--- src/rtl/mio_clk_div_pkg.sv ---
// mio_clk_div_pkg
//   Shared types and constants for the programmable clock divider.
//   - mio_clk_div_state_t : divider FSM state (IDLE, RUN, STOPPING)
//   - MIO_CLK_DIV_MIN_DIV : smallest divisor the divider will accept
package mio_clk_div_pkg;

    typedef enum logic [1:0] {
        IDLE     = 2'd0,
        RUN      = 2'd1,
        STOPPING = 2'd2
    } mio_clk_div_state_t;

    localparam int unsigned MIO_CLK_DIV_MIN_DIV = 2;

endpackage

--- src/rtl/mio_clk_div_cfg_buf.sv ---
// mio_clk_div_cfg_buf
//   One-deep divisor holding register between the config port and the
//   divider counter. Valid divisors offered while idle load immediately;
//   while running they are parked until the next period wrap so the
//   divided clock never glitches. Divisors below the minimum are still
//   handshaken, then dropped with a one-cycle error pulse.
//
// Ports
//   clk, reset_n     : source clock, synchronous active-low reset
//   cfg_valid        : divisor offered
//   cfg_div          : offered divisor
//   cfg_ready        : no divisor pending (combinational from pending flag)
//   cfg_err          : registered pulse, previous transfer was below minimum
//   is_idle          : divider FSM is in IDLE this cycle
//   wrap             : this edge completes a divided period
//   load_en/load_div : update the active divisor on this edge
//
// Handshake: a transfer happens on any rising edge where cfg_valid and
// cfg_ready are both high; cfg_ready depends only on internal state.
module mio_clk_div_cfg_buf
    import mio_clk_div_pkg::*;
#(
    parameter int unsigned DIV_W = 16
) (
    input  logic             clk,
    input  logic             reset_n,
    input  logic             cfg_valid,
    input  logic [DIV_W-1:0] cfg_div,
    output logic             cfg_ready,
    output logic             cfg_err,
    input  logic             is_idle,
    input  logic             wrap,
    output logic             load_en,
    output logic [DIV_W-1:0] load_div
);

    logic             pending_q, pending_d;
    logic [DIV_W-1:0] pend_div_q, pend_div_d;
    logic             cfg_err_q, cfg_err_d;
    logic             xfer;
    logic             div_ok;
    logic             good_xfer;

    always_comb begin
        xfer       = cfg_valid && !pending_q;
        div_ok     = (cfg_div >= DIV_W'(MIO_CLK_DIV_MIN_DIV));
        good_xfer  = xfer && div_ok;
        cfg_err_d  = xfer && !div_ok;
        pending_d  = pending_q;
        pend_div_d = pend_div_q;
        load_en    = 1'b0;
        load_div   = pend_div_q;

        // good_xfer implies nothing is pending, so these branches are exclusive.
        if (good_xfer && (is_idle || wrap)) begin
            load_en  = 1'b1;
            load_div = cfg_div;
        end else if (good_xfer) begin
            pending_d  = 1'b1;
            pend_div_d = cfg_div;
        end else if (pending_q && wrap) begin
            load_en   = 1'b1;
            load_div  = pend_div_q;
            pending_d = 1'b0;
        end
    end

    always_ff @(posedge clk) begin
        if (!reset_n) begin
            pending_q  <= 1'b0;
            pend_div_q <= '0;
            cfg_err_q  <= 1'b0;
        end else begin
            pending_q  <= pending_d;
            pend_div_q <= pend_div_d;
            cfg_err_q  <= cfg_err_d;
        end
    end

    assign cfg_ready = !pending_q;
    assign cfg_err   = cfg_err_q;

endmodule

--- src/rtl/mio_clk_div.sv ---
// mio_clk_div
//   Programmable clock divider. Produces a registered divided clock with
//   period div_q and high time ceil(div_q/2), plus a tick strobe on each
//   rising edge of div_clk. Stopping always completes the current period.
//
// Ports
//   clk, reset_n : source clock, synchronous active-low reset
//   en           : run request (low = stop at the next period boundary)
//   cfg_valid    : new divisor offered
//   cfg_div      : offered divisor
//   cfg_ready    : divider can accept a divisor
//   cfg_err      : pulse, previously accepted divisor was < 2 and dropped
//   div_clk      : registered divided clock
//   tick         : pulse coincident with each div_clk rising edge
//   running      : FSM in RUN or STOPPING
//   dbg_state    : current FSM state, for observation only
module mio_clk_div
    import mio_clk_div_pkg::*;
#(
    parameter int unsigned DIV_W       = 16,
    parameter int unsigned DEFAULT_DIV = 2
) (
    input  logic               clk,
    input  logic               reset_n,
    input  logic               en,
    input  logic               cfg_valid,
    input  logic [DIV_W-1:0]   cfg_div,
    output logic               cfg_ready,
    output logic               cfg_err,
    output logic               div_clk,
    output logic               tick,
    output logic               running,
    output mio_clk_div_state_t dbg_state
);

    localparam logic [DIV_W-1:0] ONE = DIV_W'(1);

    mio_clk_div_state_t state_q, state_d;
    logic [DIV_W-1:0]   cnt_q, cnt_d;
    logic [DIV_W-1:0]   div_q, div_d;
    logic               div_clk_q, div_clk_d;
    logic               tick_q, tick_d;
    logic               running_q, running_d;
    logic [DIV_W-1:0]   high_cnt;
    logic               wrap;
    logic               load_en;
    logic [DIV_W-1:0]   load_div;

    mio_clk_div_cfg_buf #(
        .DIV_W (DIV_W)
    ) u_cfg_buf (
        .clk       (clk),
        .reset_n   (reset_n),
        .cfg_valid (cfg_valid),
        .cfg_div   (cfg_div),
        .cfg_ready (cfg_ready),
        .cfg_err   (cfg_err),
        .is_idle   (state_q == IDLE),
        .wrap      (wrap),
        .load_en   (load_en),
        .load_div  (load_div)
    );

    // Last count of the current period while the divider is active.
    assign wrap = (state_q != IDLE) && (cnt_q == (div_q - ONE));

    always_comb begin
        // ceil(div_q/2) without widening: odd divisors are high-biased.
        high_cnt  = (div_q >> 1) + {{(DIV_W-1){1'b0}}, div_q[0]};
        state_d   = state_q;
        cnt_d     = cnt_q;
        div_d     = load_en ? load_div : div_q;
        tick_d    = 1'b0;
        div_clk_d = 1'b0;

        case (state_q)
            IDLE: begin
                if (en) begin
                    state_d   = RUN;
                    cnt_d     = '0;
                    tick_d    = 1'b1;
                    div_clk_d = 1'b1;
                end
            end
            RUN, STOPPING: begin
                state_d = en ? RUN : STOPPING;
                if (wrap) begin
                    cnt_d = '0;
                    if (en) begin
                        tick_d    = 1'b1;
                        div_clk_d = 1'b1;
                    end else begin
                        // Period complete with no run request: park low.
                        state_d = IDLE;
                    end
                end else begin
                    cnt_d     = cnt_q + ONE;
                    div_clk_d = (cnt_d < high_cnt);
                end
            end
            default: begin
                state_d = IDLE;
                cnt_d   = '0;
            end
        endcase

        running_d = (state_d != IDLE);
    end

    always_ff @(posedge clk) begin
        if (!reset_n) begin
            state_q   <= IDLE;
            cnt_q     <= '0;
            div_q     <= DIV_W'(DEFAULT_DIV);
            div_clk_q <= 1'b0;
            tick_q    <= 1'b0;
            running_q <= 1'b0;
        end else begin
            state_q   <= state_d;
            cnt_q     <= cnt_d;
            div_q     <= div_d;
            div_clk_q <= div_clk_d;
            tick_q    <= tick_d;
            running_q <= running_d;
        end
    end

    assign div_clk   = div_clk_q;
    assign tick      = tick_q;
    assign running   = running_q;
    assign dbg_state = state_q;

endmodule

--- config.mk ---
export PLATFORM = sky130hd
export DESIGN_NAME = mio_clk_div
export DESIGN_NICKNAME = d
export VERILOG_FILES = /design/src/rtl/mio_clk_div_pkg.sv /design/src/rtl/mio_clk_div_cfg_buf.sv /design/src/rtl/mio_clk_div.sv
export SDC_FILE = /design/constraint.sdc
export NUM_CORES = 1
export LEC_CHECK = 0
export ABC_AREA = 1
export CAP_MARGIN = 10
export CORE_MARGIN = 2
export CORE_UTILIZATION = 65
export CTS_BUF_LIST = sky130_fd_sc_hd__clkbuf_8
export DETAILED_ROUTE_END_ITERATION = 7
export HOLD_SLACK_MARGIN = 0.02
export PLACE_DENSITY = 0.87
export SLEW_MARGIN = 15
export SYNTH_ARGS = -nofsm -noshare
export SYNTH_HDL_FRONTEND = slang
export SYNTH_SLANG_ARGS = --single-unit
--- constraint.sdc ---
create_clock -name clk -period 5.99 [get_ports clk]
set_input_delay 0.8985 -clock clk [delete_from_list [all_inputs] [get_ports clk]]
set_output_delay 0.8985 -clock clk [all_outputs]
set_load 0.1 [all_outputs]
==> impl_summary.log, run 1 <==
INFO  metric post-synth-top-area-cell = sky130_fd_sc_hd__dfxtp_1
INFO  metric syn_inst = 590
INFO  metric setup_total_negative_slack = 0 ns
INFO  metric grt_max_usage_layer = met2
INFO  metric path_cells = ha_1 -> ha_1 -> nand2_1 -> nor3_1 -> nand3_1 -> nor3_1 -> nand3_1 -> nor2_1 -> xnor2_1 -> ha_1 -> nand2_1 -> inv_1 -> nand3_1 -> o211ai_1 -> a21oi_1 -> nand4_1 -> nand2_1
INFO  metric detail_route.wirelength = 9110 µm
INFO  metric vdd.ir_drop.worst = 0.161 mV
INFO  metric ys_seq_area_share = 27.9%
INFO  metric worst_pin_slew = 0.983 ns
INFO  metric place.detailed.instances = 670
INFO  metric route.detailed.vias_per_inst = 5.50
INFO  metric firstDrtPassIters = 5
INFO  metric antenna-diode-count = 0
INFO  metric async_reset_ff_share = 0%
INFO  metric setup_repair_after_global_routing_missed_its_margin = no
INFO  metric critPathCaptureType = register
INFO  metric crit-reg2reg-launch = div_q[0]$_SDFFE_PN0P_
INFO  metric worstSetupStartpointType = register
INFO  metric ys_top_cells_by_area = sky130_fd_sc_hd__dfxtp_1, sky130_fd_sc_hd__nand2_1, sky130_fd_sc_hd__inv_1
INFO  metric buffer_ports.inserted = 26
INFO  metric synth_nets = 631
INFO  metric clk_pin_slew_worst_setup_hold_paths = 0.12 ns
INFO  metric final_layout_size_suffix_gt1_share = 7.30%
INFO  metric netlist-cell-type-count = 38
INFO  metric sum_of_net_half_perimeters_after_detailed_placement = 6950 µm
INFO  metric ant_nets = 0
INFO  metric grt_start_max_net_pins = 34
INFO  metric arrival = 3.40 ns
INFO  metric core-area = 5890 µm²
INFO  metric synth_seq_cells = 55
INFO  metric area_overhead_vs_synth = 7.98%
INFO  metric final_core_occ = 72.4%
INFO  metric worst_hold_slack = 0.451 ns
INFO  metric cts_resized = 0
INFO  metric globalRouteMet1Util = 35.8%
INFO  metric fp.dieH = 81.9 µm
INFO  metric status = finished, final reports clean
INFO  metric worstSetupStartpoint = div_q[0]$_SDFFE_PN0P_
INFO  metric place.gp.congestion = 0.934
INFO  metric powerDensity = 245 nW/µm²
INFO  metric global_route.usage.met3 = 4.62%
INFO  metric clock-root-buffer = sky130_fd_sc_hd__clkbuf_8
INFO  metric syn-mean-instance-area = 6.69 µm²
INFO  metric remaining_drc_errors = 0
INFO  metric cts_hold_buffers = 0
INFO  metric leakage = 1.85 nW
INFO  metric io-pin-count = 27
INFO  metric place_ws = 2.14 ns
INFO  metric hold_violations = 0
INFO  metric drt_iter0_markers = 250
INFO  metric wire_length_of_the_first_global_routing_pass = 15200 µm
INFO  metric post-synth-top-count-cell = sky130_fd_sc_hd__nand2_1
INFO  metric drv_slew = 0
INFO  metric worstSetupPathType = register to register
INFO  metric wire_per_inst = 13.4 µm
INFO  metric cts_num_sinks = 55
INFO  metric row_count = 28
INFO  metric grt_remaining_overflow = 0
INFO  metric synth-edff-count = 0
INFO  metric max_freq = 320 MHz
INFO  metric cts.path.max_buffers = 2
INFO  metric tritoncts_buffers = 5
INFO  metric gr-usage-all-layers = 28.9%
INFO  metric start_util = 67.1%
INFO  metric finalCritPeriodShare = 52.2%
INFO  metric cts_setup_buffers = 0
INFO  metric timing.final.setup_violations = 0
INFO  metric launch_instance_of_the_worst_min_delay_path = u_cfg_buf.pend_div_q[7]$_SDFFE_PN0P_
INFO  metric ys_warn_count = 0
INFO  metric global_route.usage.met2 = 50.4%
INFO  metric final_nets = 643
INFO  metric via_count = 3726
INFO  metric critPathSlowestCell = sky130_fd_sc_hd__dfxtp_1
INFO  metric clk_latency = 0.32 ns
INFO  metric grt_pass1_vias = 3415
INFO  metric critical_path.max_stage_delay = 0.44 ns
INFO  metric period_needed = 3.12 ns
INFO  metric timing.max_cap.violations = 0
INFO  metric synth_top_area_share = 27.9%
INFO  metric cts_htree_levels = 2
INFO  metric hold_path_class = register to register
INFO  metric mappedNetlistArea = 3950 µm²
INFO  metric initial_antenna_violation_count = 0
INFO  metric die_x = 81.9 µm
INFO  metric critPathRequiredTime = 6.26 ns
INFO  metric tritoncts = done
INFO  metric timing.clock.skew = 0.0120 ns
INFO  metric final_cell_count_no_fill = 678
INFO  metric synth.cells.most_frequent = sky130_fd_sc_hd__nand2_1, sky130_fd_sc_hd__inv_1, sky130_fd_sc_hd__nor2_1
INFO  metric crit_path_max_fo = 5
INFO  metric relSlewSlack = 34.3%
INFO  metric floorplan.die_area = 6710 µm²
INFO  metric synth_ff_type = sky130_fd_sc_hd__dfxtp_1
INFO  metric setup_slack = 2.87 ns
-- power breakdown --
part	internal [mW]	switching [mW]
Clock	0.0872	0.143
Combinational	0.125	0.247
Sequential	0.399	0.0429
Total	0.611	0.432
-- flip-flops by register name, indices dropped and copies added, names as in the netlist --
| signal | count |
|---|---|
| u_cfg_buf.pending_q | 1 |
| div_q | 16 |
| div_clk | 1 |
| cnt_q | 16 |
| tick | 1 |
| dbg_state | 2 |
| running | 1 |
| u_cfg_buf.cfg_err | 1 |
| u_cfg_buf.pend_div_q | 16 |
-- final cells by class --
cell class | count | area (µm²)
multi-input combinational | 433 | 2400
fill | 505 | 1620
sequential | 55 | 1100
inverter | 80 | 300
timing repair buffer | 27 | 268
tap | 75 | 93.8
clock buffer | 5 | 68.8
clock inverter | 3 | 27.5
-- layout by cell type (no fill, tap or decap), types with 2 or more instances in the layout --
cell type	instances
sky130_fd_sc_hd__nand2_1	136
sky130_fd_sc_hd__ha_1	21
sky130_fd_sc_hd__o21a_1	3
sky130_fd_sc_hd__inv_2	6
sky130_fd_sc_hd__o21ai_2	6
sky130_fd_sc_hd__nand4_1	5
sky130_fd_sc_hd__dfxtp_1	55
sky130_fd_sc_hd__o21ai_0	32
sky130_fd_sc_hd__xor2_1	25
sky130_fd_sc_hd__nor2_2	3
sky130_fd_sc_hd__nand2_4	3
sky130_fd_sc_hd__xnor2_1	10
sky130_fd_sc_hd__nor2_1	56
sky130_fd_sc_hd__o21ai_1	8
sky130_fd_sc_hd__nor3_2	2
sky130_fd_sc_hd__clkdlybuf4s50_1	26
sky130_fd_sc_hd__nand3_2	2
sky130_fd_sc_hd__nor3_1	6
sky130_fd_sc_hd__nor4_1	5
sky130_fd_sc_hd__and2_1	2
sky130_fd_sc_hd__nor2_4	6
sky130_fd_sc_hd__nand3b_1	8
sky130_fd_sc_hd__inv_1	73
sky130_fd_sc_hd__clkbuf_8	5
sky130_fd_sc_hd__nand3_1	36
sky130_fd_sc_hd__a21oi_1	47
sky130_fd_sc_hd__nand2_2	4
-- per-layer routing --
layer | vias up | wire length (µm) | part of all wire (%)
met4 | 0 | 233 | 2.6
met3 | 19 | 380 | 4.2
met5 | - | 0 | 0
met2 | 98 | 4410 | 48
li1 | 1912 | - | -
met1 | 1697 | 4080 | 45
-- worst paths after layout --
path | end | slack (ns) | cells past startpoint
worst min-delay path | u_cfg_buf.pend_div_q[7]$_SDFFE_PN0P_ | 0.45 | 2
worst max register to register | div_clk$_SDFF_PN0_ | 2.87 | 17
worst min register to register | u_cfg_buf.pend_div_q[7]$_SDFFE_PN0P_ | 0.45 | 2
worst max-delay path | div_clk$_SDFF_PN0_ | 2.87 | 17
-- critical path: cells and delay by family (launching register included) --
family	cells	cell delay, ns
simple gates	10	1.49
xor+xnor	1	0.14
buf+inv	1	0.04
fa+ha+maj	3	0.67
compound gates	2	0.30
flops	1	0.44
-- per-stage QoR --
step,power [mW],instance area (µm²)
after global placement,0.799,4160
after CTS,1.04,4260
after floorplan,0.738,3950
after global routing,1.11,4260
final,1.04,4260
after detailed placement,0.815,4160
-- cells by family after synthesis --
logic type	share of synthesized area (%)
compound gates	13.7
xor+xnor	7.76
fa+ha+maj	6.65
buf+inv	11.3
flops	27.9
simple gates	32.7
Power figures use the tool's default switching activity.
==> run 2: changes to the inputs <==
--- a/config.mk
+++ b/config.mk
@@ -8,11 +8,11 @@
 export ABC_AREA = 1
 export CAP_MARGIN = 10
 export CORE_MARGIN = 2
-export CORE_UTILIZATION = 65
+export CORE_UTILIZATION = 56
 export CTS_BUF_LIST = sky130_fd_sc_hd__clkbuf_8
 export DETAILED_ROUTE_END_ITERATION = 7
 export HOLD_SLACK_MARGIN = 0.02
-export PLACE_DENSITY = 0.87
+export PLACE_DENSITY = 0.79
 export SLEW_MARGIN = 15
 export SYNTH_ARGS = -nofsm -noshare
 export SYNTH_HDL_FRONTEND = slang
==> constraint.sdc (replaced) <==
create_clock -name clk -period 2.82 [get_ports clk]
set_input_delay 0.423 -clock clk [delete_from_list [all_inputs] [get_ports clk]]
set_output_delay 0.423 -clock clk [all_outputs]
set_load 0.1 [all_outputs]
==> run 2 against run 1 <==
  * Maximum frequency is 18% higher
  * Largest cell class unchanged
  * Critical path type unchanged
  * Highest routed layer unchanged
  * Register-to-register slack worse by 2.7 ns
  * Critical path depth stayed put
  * Worst hold slack worse by 0.00099 ns
==> impl_summary.log, run 2 (synthesis gave the netlist of run 1 again) <==
INFO  metric powerDensity = 495 nW/µm² (was 245 nW/µm²)
INFO  metric critPathCaptureType = register (unchanged)
INFO  metric crit-reg2reg-launch = div_q[1]$_SDFFE_PN1P_ (was div_q[0]$_SDFFE_PN0P_)
INFO  metric grt_start_max_net_pins = 34 (unchanged)
INFO  metric cts_htree_levels = 2 (unchanged)
INFO  metric fill_cells = 615 (was 505)
INFO  metric critical_path.max_stage_delay = 0.37 ns (was 0.44 ns)
INFO  metric worstSetupPathType = register to register (unchanged)
INFO  metric io-pin-count = 27 (unchanged)
INFO  metric place.gp.congestion = 0.908 (was 0.934)
INFO  metric remaining_drc_errors = 0 (unchanged)
INFO  metric wire_length_of_the_first_global_routing_pass = 15600 µm (was 15200 µm)
INFO  metric r2r_setup_slack = 0.17 ns (was 2.87 ns)
INFO  metric place.detailed.instances = 708 (was 670)
INFO  metric antenna-diode-count = 0 (unchanged)
INFO  metric worstRegToRegCells = 17 (unchanged)
INFO  metric final_layout_size_suffix_gt1_share = 15.0% (was 7.30%)
INFO  metric arrival = 2.86 ns (was 3.40 ns)
INFO  metric final_cell_count_no_fill = 722 (was 678)
INFO  metric fp.dieH = 88.0 µm (was 81.9 µm)
INFO  metric cts_num_sinks = 55 (unchanged)
INFO  metric buffer_ports.inserted = 26 (unchanged)
INFO  metric initial_antenna_violation_count = 0 (unchanged)
INFO  metric via_count = 3731 (was 3726)
INFO  metric clk_pin_slew_worst_setup_hold_paths = 0.10 ns (was 0.12 ns)
INFO  metric timing.clock.skew = 0.00543 ns (was 0.0120 ns)
INFO  metric top_regs = cnt_q x16, div_q x16, u_cfg_buf.pend_div_q x16 (unchanged)
INFO  metric firstDrtPassIters = 5 (unchanged)
INFO  metric critical_path.most_common_cell = sky130_fd_sc_hd__nand3_2
INFO  metric mostFrequentLayoutCell = sky130_fd_sc_hd__nand2_1 (unchanged)
INFO  metric area_overhead_vs_synth = 16.5% (was 7.98%)
INFO  metric sum_of_net_half_perimeters_after_detailed_placement = 7360 µm (was 6950 µm)
INFO  metric tritoncts = done (unchanged)
INFO  metric core-area = 6790 µm² (was 5890 µm²)
INFO  metric hold_path_class = register to register (unchanged)
INFO  metric path_cells = ha_4 -> ha_2 -> nand2_2 -> nor3_4 -> nand3_2 -> nor3_4 -> nand3_2 -> nor2_4 -> xnor2_2 -> ha_1 -> nand2_2 -> inv_2 -> nand3_2 -> o211ai_1 -> a21oi_1 -> nand4_1 -> nand2_1 (was ha_1 -> ha_1 -> nand2_1 -> nor3_1 -> nand3_1 -> nor3_1 -> nand3_1 -> nor2_1 -> xnor2_1 -> ha_1 -> nand2_1 -> inv_1 -> nand3_1 -> o211ai_1 -> a21oi_1 -> nand4_1 -> nand2_1)
INFO  metric wire_per_inst = 13.0 µm (was 13.4 µm)
INFO  metric detail_route.wirelength = 9400 µm (was 9110 µm)
INFO  metric critPathSlowestCell = sky130_fd_sc_hd__dfxtp_2 (was sky130_fd_sc_hd__dfxtp_1)
INFO  metric timing.max_cap.violations = 0 (unchanged)
INFO  metric relSlewSlack = 57.5% (was 34.3%)
INFO  metric swShare = 40.5% (was 41.4%)
INFO  metric worst_hold_slack = 0.450 ns (was 0.451 ns)
INFO  metric power_report.internal_total = 1.35 mW (was 611 µW)
INFO  metric worstSetupStartpointType = register (unchanged)
INFO  metric final_core_occ = 67.7% (was 72.4%)
INFO  metric setup_repair_after_global_routing_missed_its_margin = yes (was no)
INFO  metric period_needed = 2.65 ns (was 3.12 ns)
INFO  metric critPathRequiredTime = 3.03 ns (was 6.26 ns)
INFO  metric finalCritPeriodShare = 94.0% (was 52.2%)
INFO  metric drv_slew = 0 (unchanged)
INFO  metric p_switching = 923 µW (was 432 µW)
INFO  metric worstSetupStartpoint = div_q[1]$_SDFFE_PN1P_ (was div_q[0]$_SDFFE_PN0P_)
INFO  metric proportion_of_power_drawn_by_the_clock_network = 19.9% (was 22.0%)
INFO  metric worst_pin_slew = 0.633 ns (was 0.983 ns)
INFO  metric r2r-end = div_clk$_SDFF_PN0_ (unchanged)
INFO  metric row_count = 30 (was 28)
INFO  metric ant_nets = 0 (unchanged)
INFO  metric setup_slack = 0.170 ns (was 2.87 ns)
INFO  metric floorplan.die_area = 7740 µm² (was 6710 µm²)
INFO  metric vdd.ir_drop.worst = 0.293 mV (was 0.161 mV)
INFO  metric grt_remaining_overflow = 0 (unchanged)
INFO  metric start_util = 58.1% (was 67.1%)
INFO  metric clock-root-buffer = sky130_fd_sc_hd__clkbuf_8 (unchanged)
INFO  metric comb_power_share = 39.6% (was 35.6%)
INFO  metric leakage = 2.06 nW (was 1.85 nW)
INFO  metric max_freq = 377 MHz (was 320 MHz)
INFO  metric cts.path.max_buffers = 2 (unchanged)
INFO  metric route.detailed.vias_per_inst = 5.17 (was 5.50)
INFO  metric tritoncts_buffers = 5 (unchanged)
INFO  metric mostFrequentLayoutCells = sky130_fd_sc_hd__nand2_1, sky130_fd_sc_hd__inv_1, sky130_fd_sc_hd__nor2_1 (unchanged)
INFO  metric final_nets = 666 (was 643)
INFO  metric hold_violations = 0 (unchanged)
INFO  metric sequentialPowerShare = 40.5% (was 42.4%)
INFO  metric status = finished, final reports clean (unchanged)
INFO  metric die_x = 88.0 µm (was 81.9 µm)
INFO  metric timing.final.setup_violations = 0 (unchanged)
INFO  metric place_ws = -0.0144 ns (was 2.14 ns)
INFO  metric crit_path_max_fo = 2 (was 5)
INFO  metric clk_latency = 0.31 ns (was 0.32 ns)
INFO  metric timing.critical_path.to = div_clk$_SDFF_PN0_ (unchanged)
INFO  metric drt_iter0_markers = 196 (was 250)
INFO  metric grt_pass1_vias = 3439 (was 3415)
INFO  metric gr-usage-all-layers = 25.5% (was 28.9%)
-- run 2: changes by cell type in the layout (fill, tap and decap cells not counted), moves of 4 or more --
cell | before | now
sky130_fd_sc_hd__buf_4 | 1 | 29
sky130_fd_sc_hd__clkdlybuf4s50_1 | 26 | 19
sky130_fd_sc_hd__nand3_1 | 36 | 32
sky130_fd_sc_hd__nand3_2 | 2 | 6
sky130_fd_sc_hd__nor3_4 | 0 | 4
-- run 2: cell type report --
cell class	instances	area, µm²	share of cell area, %
inverters	80	300	6.53
clock inverters	3	22.5	0.490
flip-flops and latches	55	1100	24.0
repair buffers	50	448	9.74
well taps	96	120	2.61
clock buffers	5	68.8	1.50
multi-input cells	433	2530	55.1
-- run 2: how the worst min path moves through the flow --
stage	from	endpoint	slack [ns]	depth (start not counted)
final	u_cfg_buf.pend_div_q[5]$_SDFFE_PN0P_	u_cfg_buf.pend_div_q[5]$_SDFFE_PN0P_	0.45	2
after global routing	u_cfg_buf.pend_div_q[2]$_SDFFE_PN0P_	u_cfg_buf.pend_div_q[2]$_SDFFE_PN0P_	0.47	2
after CTS	u_cfg_buf.pend_div_q[5]$_SDFFE_PN0P_	u_cfg_buf.pend_div_q[5]$_SDFFE_PN0P_	0.45	2
after global placement	u_cfg_buf.pend_div_q[12]$_SDFFE_PN0P_	u_cfg_buf.pend_div_q[12]$_SDFFE_PN0P_	0.43	2
after floorplan	u_cfg_buf.pend_div_q[11]$_SDFFE_PN0P_	u_cfg_buf.pend_div_q[11]$_SDFFE_PN0P_	0.42	2
after detailed placement	u_cfg_buf.pend_div_q[5]$_SDFFE_PN0P_	u_cfg_buf.pend_div_q[5]$_SDFFE_PN0P_	0.44	2
-- run 2: worst max-delay path, delay by kind of cell, from the launching register on --
kind / cells / cell delay, ns
adder cells (fa/ha/maj): 3 / 0.59
flip-flops: 1 / 0.37
AO/OA/AOI/OAI: 2 / 0.23
buffers and inverters: 1 / 0.05
XOR/XNOR: 1 / 0.09
AND/OR/NAND/NOR: 10 / 1.21
-- run 2: per-stage QoR --
step	total power [mW]	cell area [µm²]	TNS [ns]
after global placement	1.76	4320	0
final	2.28	4600	0
after global routing	2.42	4600	-0.0374
after floorplan	1.57	3950	0
after detailed placement	1.78	4320	-0.0144
after CTS	2.25	4430	0
-- run 2: repair_timing --
item                                    in CTS  in global routing
endpoints found under the setup margin       1                  9
setup buffers                                0                  6
hold buffers                                 0                  0
resized for setup                            2                 28
gates cloned                                 0                  0
pin swaps                                    0                  7
hold endpoints to repair                     0                  0
-- run 2: power groups by stage --
| stage | Sequential [mW] | Clock (mW) | Combinational, mW |
|---|---|---|---|
| finish | 0.922 | 0.454 | 0.900 |
| global route | 0.931 | 0.492 | 0.999 |
| CTS | 0.916 | 0.476 | 0.854 |
| detailed placement | 0.933 | 0 | 0.850 |
| global placement | 0.929 | 0 | 0.834 |
| floorplan | 0.978 | 0 | 0.590 |
-- run 2: per-layer routing --
metal | share of wire [%] | vias to the layer above | GRT usage (%)
met3 | 4.0 | 16 | 2.92
met1 | 45 | 1670 | 31.6
met4 | 2.0 | 0 | 6.99
met2 | 49 | 84 | 46.3
met5 | 0 | - | 0
li1 | - | 1961 | -
==> run 3: changes to the inputs <==
--- a/config.mk
+++ b/config.mk
@@ -8,12 +8,12 @@
 export ABC_AREA = 1
 export CAP_MARGIN = 10
 export CORE_MARGIN = 2
-export CORE_UTILIZATION = 56
-export CTS_BUF_LIST = sky130_fd_sc_hd__clkbuf_8
+export CORE_UTILIZATION = 54
 export DETAILED_ROUTE_END_ITERATION = 7
 export HOLD_SLACK_MARGIN = 0.02
-export PLACE_DENSITY = 0.79
+export PLACE_DENSITY = 0.77
 export SLEW_MARGIN = 15
 export SYNTH_ARGS = -nofsm -noshare
 export SYNTH_HDL_FRONTEND = slang
 export SYNTH_SLANG_ARGS = --single-unit
+export TNS_END_PERCENT = 1
==> run 3 against run 2 <==
  * Via count decreased by 0.24%
  * Routed wire length decreased by 2.8%
  * Clock skew increased by 0.0095 ns
  * Worst hold slack got worse by 0.00070 ns
  * Register-to-register slack about the same
  * Design area decreased by 1.5%
  * Setup slack improved by 0.011 ns
  * Highest routed layer unchanged
  * The run now ends with design-rule violations left
  * Cell count unchanged
  * Largest cell class unchanged
  * Sequential cell count unchanged
  * Critical path depth decreased by 1
==> impl_summary.log, run 3 (synthesis gave the netlist of run 1 again) <==
INFO  metric proportion_of_power_drawn_by_the_clock_network = 21.6% (was 19.9%)
INFO  metric critPathRequiredTime = 3.04 ns (was 3.03 ns)
INFO  metric wire_per_inst = 12.7 µm (was 13.0 µm)
INFO  metric timing.max_cap.violations = 0 (unchanged)
INFO  metric final_nets = 663 (was 666)
INFO  metric leakage = 2.03 nW (was 2.06 nW)
INFO  metric swShare = 41.0% (was 40.5%)
INFO  metric wire_length_of_the_first_global_routing_pass = 14800 µm (was 15600 µm)
INFO  metric initial_antenna_violation_count = 0 (unchanged)
INFO  metric tritoncts_buffers = 5 (unchanged)
INFO  metric detail_route.wirelength = 9140 µm (was 9400 µm)
INFO  metric finalCritPeriodShare = 93.6% (was 94.0%)
INFO  metric mostFrequentLayoutCell = sky130_fd_sc_hd__nand2_1 (unchanged)
INFO  metric area_overhead_vs_synth = 14.8% (was 16.5%)
INFO  metric cts_hold_buffers = 0 (unchanged)
INFO  metric top_regs = cnt_q x16, div_q x16, u_cfg_buf.pend_div_q x16 (unchanged)
INFO  metric ant_nets = 0 (unchanged)
INFO  metric finished_cell_area = 4530 µm² (was 4600 µm²)
INFO  metric start_util = 55.0% (was 58.1%)
INFO  metric final_layout_size_suffix_gt1_share = 13.3% (was 15.0%)
INFO  metric grt_pass1_vias = 3295 (was 3439)
INFO  metric place.detailed.instances = 711 (was 708)
INFO  metric drt_iter0_markers = 236 (was 196)
INFO  metric grt_start_max_net_pins = 34 (unchanged)
INFO  metric floorplan.die_area = 8010 µm² (was 7740 µm²)
INFO  metric launch_instance_of_the_worst_min_delay_path = u_cfg_buf.pend_div_q[6]$_SDFFE_PN0P_ (was u_cfg_buf.pend_div_q[5]$_SDFFE_PN0P_)
INFO  metric cts.path.max_buffers = 2 (unchanged)
INFO  metric clk_latency = 0.32 ns (was 0.31 ns)
INFO  metric vdd.ir_drop.worst = 0.281 mV (was 0.293 mV)
INFO  metric period_needed = 2.64 ns (was 2.65 ns)
INFO  metric worstRegToRegCells = 16 (was 17)
INFO  metric hold_path_class = register to register (unchanged)
INFO  metric place.gp.congestion = 0.979 (was 0.908)
INFO  metric cts_htree_levels = 2 (unchanged)
INFO  metric crit_path_max_fo = 7 (was 2)
INFO  metric clock-root-buffer = sky130_fd_sc_hd__clkbuf_8 (unchanged)
INFO  metric arrival = 2.86 ns (about the same)
INFO  metric gr-usage-all-layers = 23.2% (was 25.5%)
INFO  metric antenna-diode-count = 0 (unchanged)
INFO  metric r2r_setup_slack = 0.18 ns (was 0.17 ns)
INFO  metric hold_violations = 0 (unchanged)
INFO  metric hold_crit_depth = 2 (unchanged)
INFO  metric cts_num_sinks = 55 (unchanged)
INFO  metric remaining_drc_errors = 1 (was 0)
INFO  metric p_switching = 929 µW (was 923 µW)
INFO  metric worst_pin_slew = 0.581 ns (was 0.633 ns)
INFO  metric timing.final.setup_violations = 0 (unchanged)
INFO  metric critPathCaptureType = register (unchanged)
INFO  metric comb_power_share = 38.1% (was 39.6%)
INFO  metric buffer_ports.inserted = 26 (unchanged)
INFO  metric tritoncts = done (unchanged)
INFO  metric route.detailed.vias_per_inst = 5.16 (was 5.17)
INFO  metric clk_pin_slew_worst_setup_hold_paths = 0.12 ns (was 0.10 ns)
INFO  metric setup_repair_after_global_routing_missed_its_margin = yes (unchanged)
INFO  metric crit-reg2reg-launch = div_q[0]$_SDFFE_PN0P_ (was div_q[1]$_SDFFE_PN1P_)
INFO  metric post_dp_cell_area = 4330 µm² (was 4320 µm²)
INFO  metric final_core_occ = 63.2% (was 67.7%)
INFO  metric fp.dieH = 89.5 µm (was 88.0 µm)
INFO  metric worstSetupStartpoint = div_q[0]$_SDFFE_PN0P_ (was div_q[1]$_SDFFE_PN1P_)
INFO  metric firstDrtPassIters = 8 (was 5)
INFO  metric sequentialPowerShare = 40.3% (was 40.5%)
INFO  metric via_count = 3722 (was 3731)
INFO  metric sum_of_net_half_perimeters_after_detailed_placement = 7020 µm (was 7360 µm)
INFO  metric final_cell_count_no_fill = 722 (unchanged)
INFO  metric grt_remaining_overflow = 0 (unchanged)
INFO  metric drv_slew = 0 (unchanged)
INFO  metric relSlewSlack = 61.0% (was 57.5%)
INFO  metric worst_hold_slack = 0.450 ns (about the same)
INFO  metric row_count = 31 (was 30)
INFO  metric violations = design-rule violations
INFO  metric timing.clock.skew = 0.0149 ns (was 0.00543 ns)
INFO  metric status = complete, but fails checks (was finished, final reports clean)
INFO  metric worstSetupStartpointType = register (unchanged)
INFO  metric holdPathEnd = u_cfg_buf.pend_div_q[6]$_SDFFE_PN0P_ (was u_cfg_buf.pend_div_q[5]$_SDFFE_PN0P_)
INFO  metric core-area = 7180 µm² (was 6790 µm²)
INFO  metric powerDensity = 500 nW/µm² (was 495 nW/µm²)
INFO  metric io-pin-count = 27 (unchanged)
INFO  metric worstSetupPathType = register to register (unchanged)
INFO  metric fill_cells = 658 (was 615)
INFO  metric r2r-end = div_q[11]$_SDFFE_PN0P_ (was div_clk$_SDFF_PN0_)
INFO  metric max_freq = 379 MHz (was 377 MHz)
INFO  metric power_report.internal_total = 1.34 mW (was 1.35 mW)
INFO  metric die_x = 89.5 µm (was 88.0 µm)
INFO  metric mostFrequentLayoutCells = sky130_fd_sc_hd__nand2_1, sky130_fd_sc_hd__inv_1, sky130_fd_sc_hd__dfxtp_1 (was sky130_fd_sc_hd__nand2_1, sky130_fd_sc_hd__inv_1, sky130_fd_sc_hd__nor2_1)
run 3: final cells by class:
type	instances	area, µm²	share of cell area, %
inverter	80	300	6.63
tap	99	124	2.73
clock inverter	3	27.5	0.607
sequential	55	1100	24.3
multi-input combinational	433	2480	54.8
clock buffer	5	68.8	1.52
timing repair buffer	47	425	9.39
run 3: worst max-delay path, cell delays in order (launching register included):
cell	delay, ns
sky130_fd_sc_hd__dfxtp_2	0.34
sky130_fd_sc_hd__buf_4	0.15
sky130_fd_sc_hd__inv_1	0.10
sky130_fd_sc_hd__ha_2	0.22
sky130_fd_sc_hd__nand2_2	0.10
sky130_fd_sc_hd__nor2_1	0.12
sky130_fd_sc_hd__nand2_1	0.08
sky130_fd_sc_hd__nand3_1	0.09
sky130_fd_sc_hd__nand2_1	0.06
sky130_fd_sc_hd__nor2_1	0.15
sky130_fd_sc_hd__nand2_1	0.12
sky130_fd_sc_hd__nor2_4	0.13
sky130_fd_sc_hd__nand4_2	0.28
sky130_fd_sc_hd__buf_4	0.27
sky130_fd_sc_hd__o21ai_0	0.12
sky130_fd_sc_hd__and2_1	0.16
sky130_fd_sc_hd__nor2_1	0.04
run 3: power groups by stage:
stage,Combinational (mW),Sequential (mW),Clock (mW)
after floorplan,0.590,0.978,0
after global placement,0.828,0.924,0
after detailed placement,0.842,0.928,0
after CTS,0.845,0.911,0.499
after global routing,0.964,0.922,0.523
final,0.863,0.915,0.489
run 3: worst max-delay path by stage:
stage               slack, ns  cells past startpoint                endpoint
detailed placement       0.08                     17      div_clk$_SDFF_PN0_
CTS                      0.04                     17      div_clk$_SDFF_PN0_
finish                   0.18                     16  div_q[11]$_SDFFE_PN0P_
floorplan                0.24                     17      div_clk$_SDFF_PN0_
global placement         0.17                     17      div_clk$_SDFF_PN0_
global route            -0.04                     15      div_clk$_SDFF_PN0_
run 3: layer usage:
layer	track usage, %	share of wire, %
met3	3.14	3.2
met5	0	0
met1	30.9	48
met2	39.4	47
met4	6.11	1.7
run 3: stage by stage:
step	setup WS [ns]	total power, mW	setup TNS [ns]
2_1_floorplan	0.239	1.57	0
3_3_place_gp	0.170	1.75	0
3_5_place_dp	0.0755	1.77	0
4_1_cts	0.0435	2.25	0
5_1_grt	-0.0368	2.41	-0.0393
6_report	0.182	2.27	0
run 3: timing repair:
item | CTS | global route
endpoints found under the setup margin | 0 | 17
setup buffers | 0 | 3
resized for setup | 0 | 18
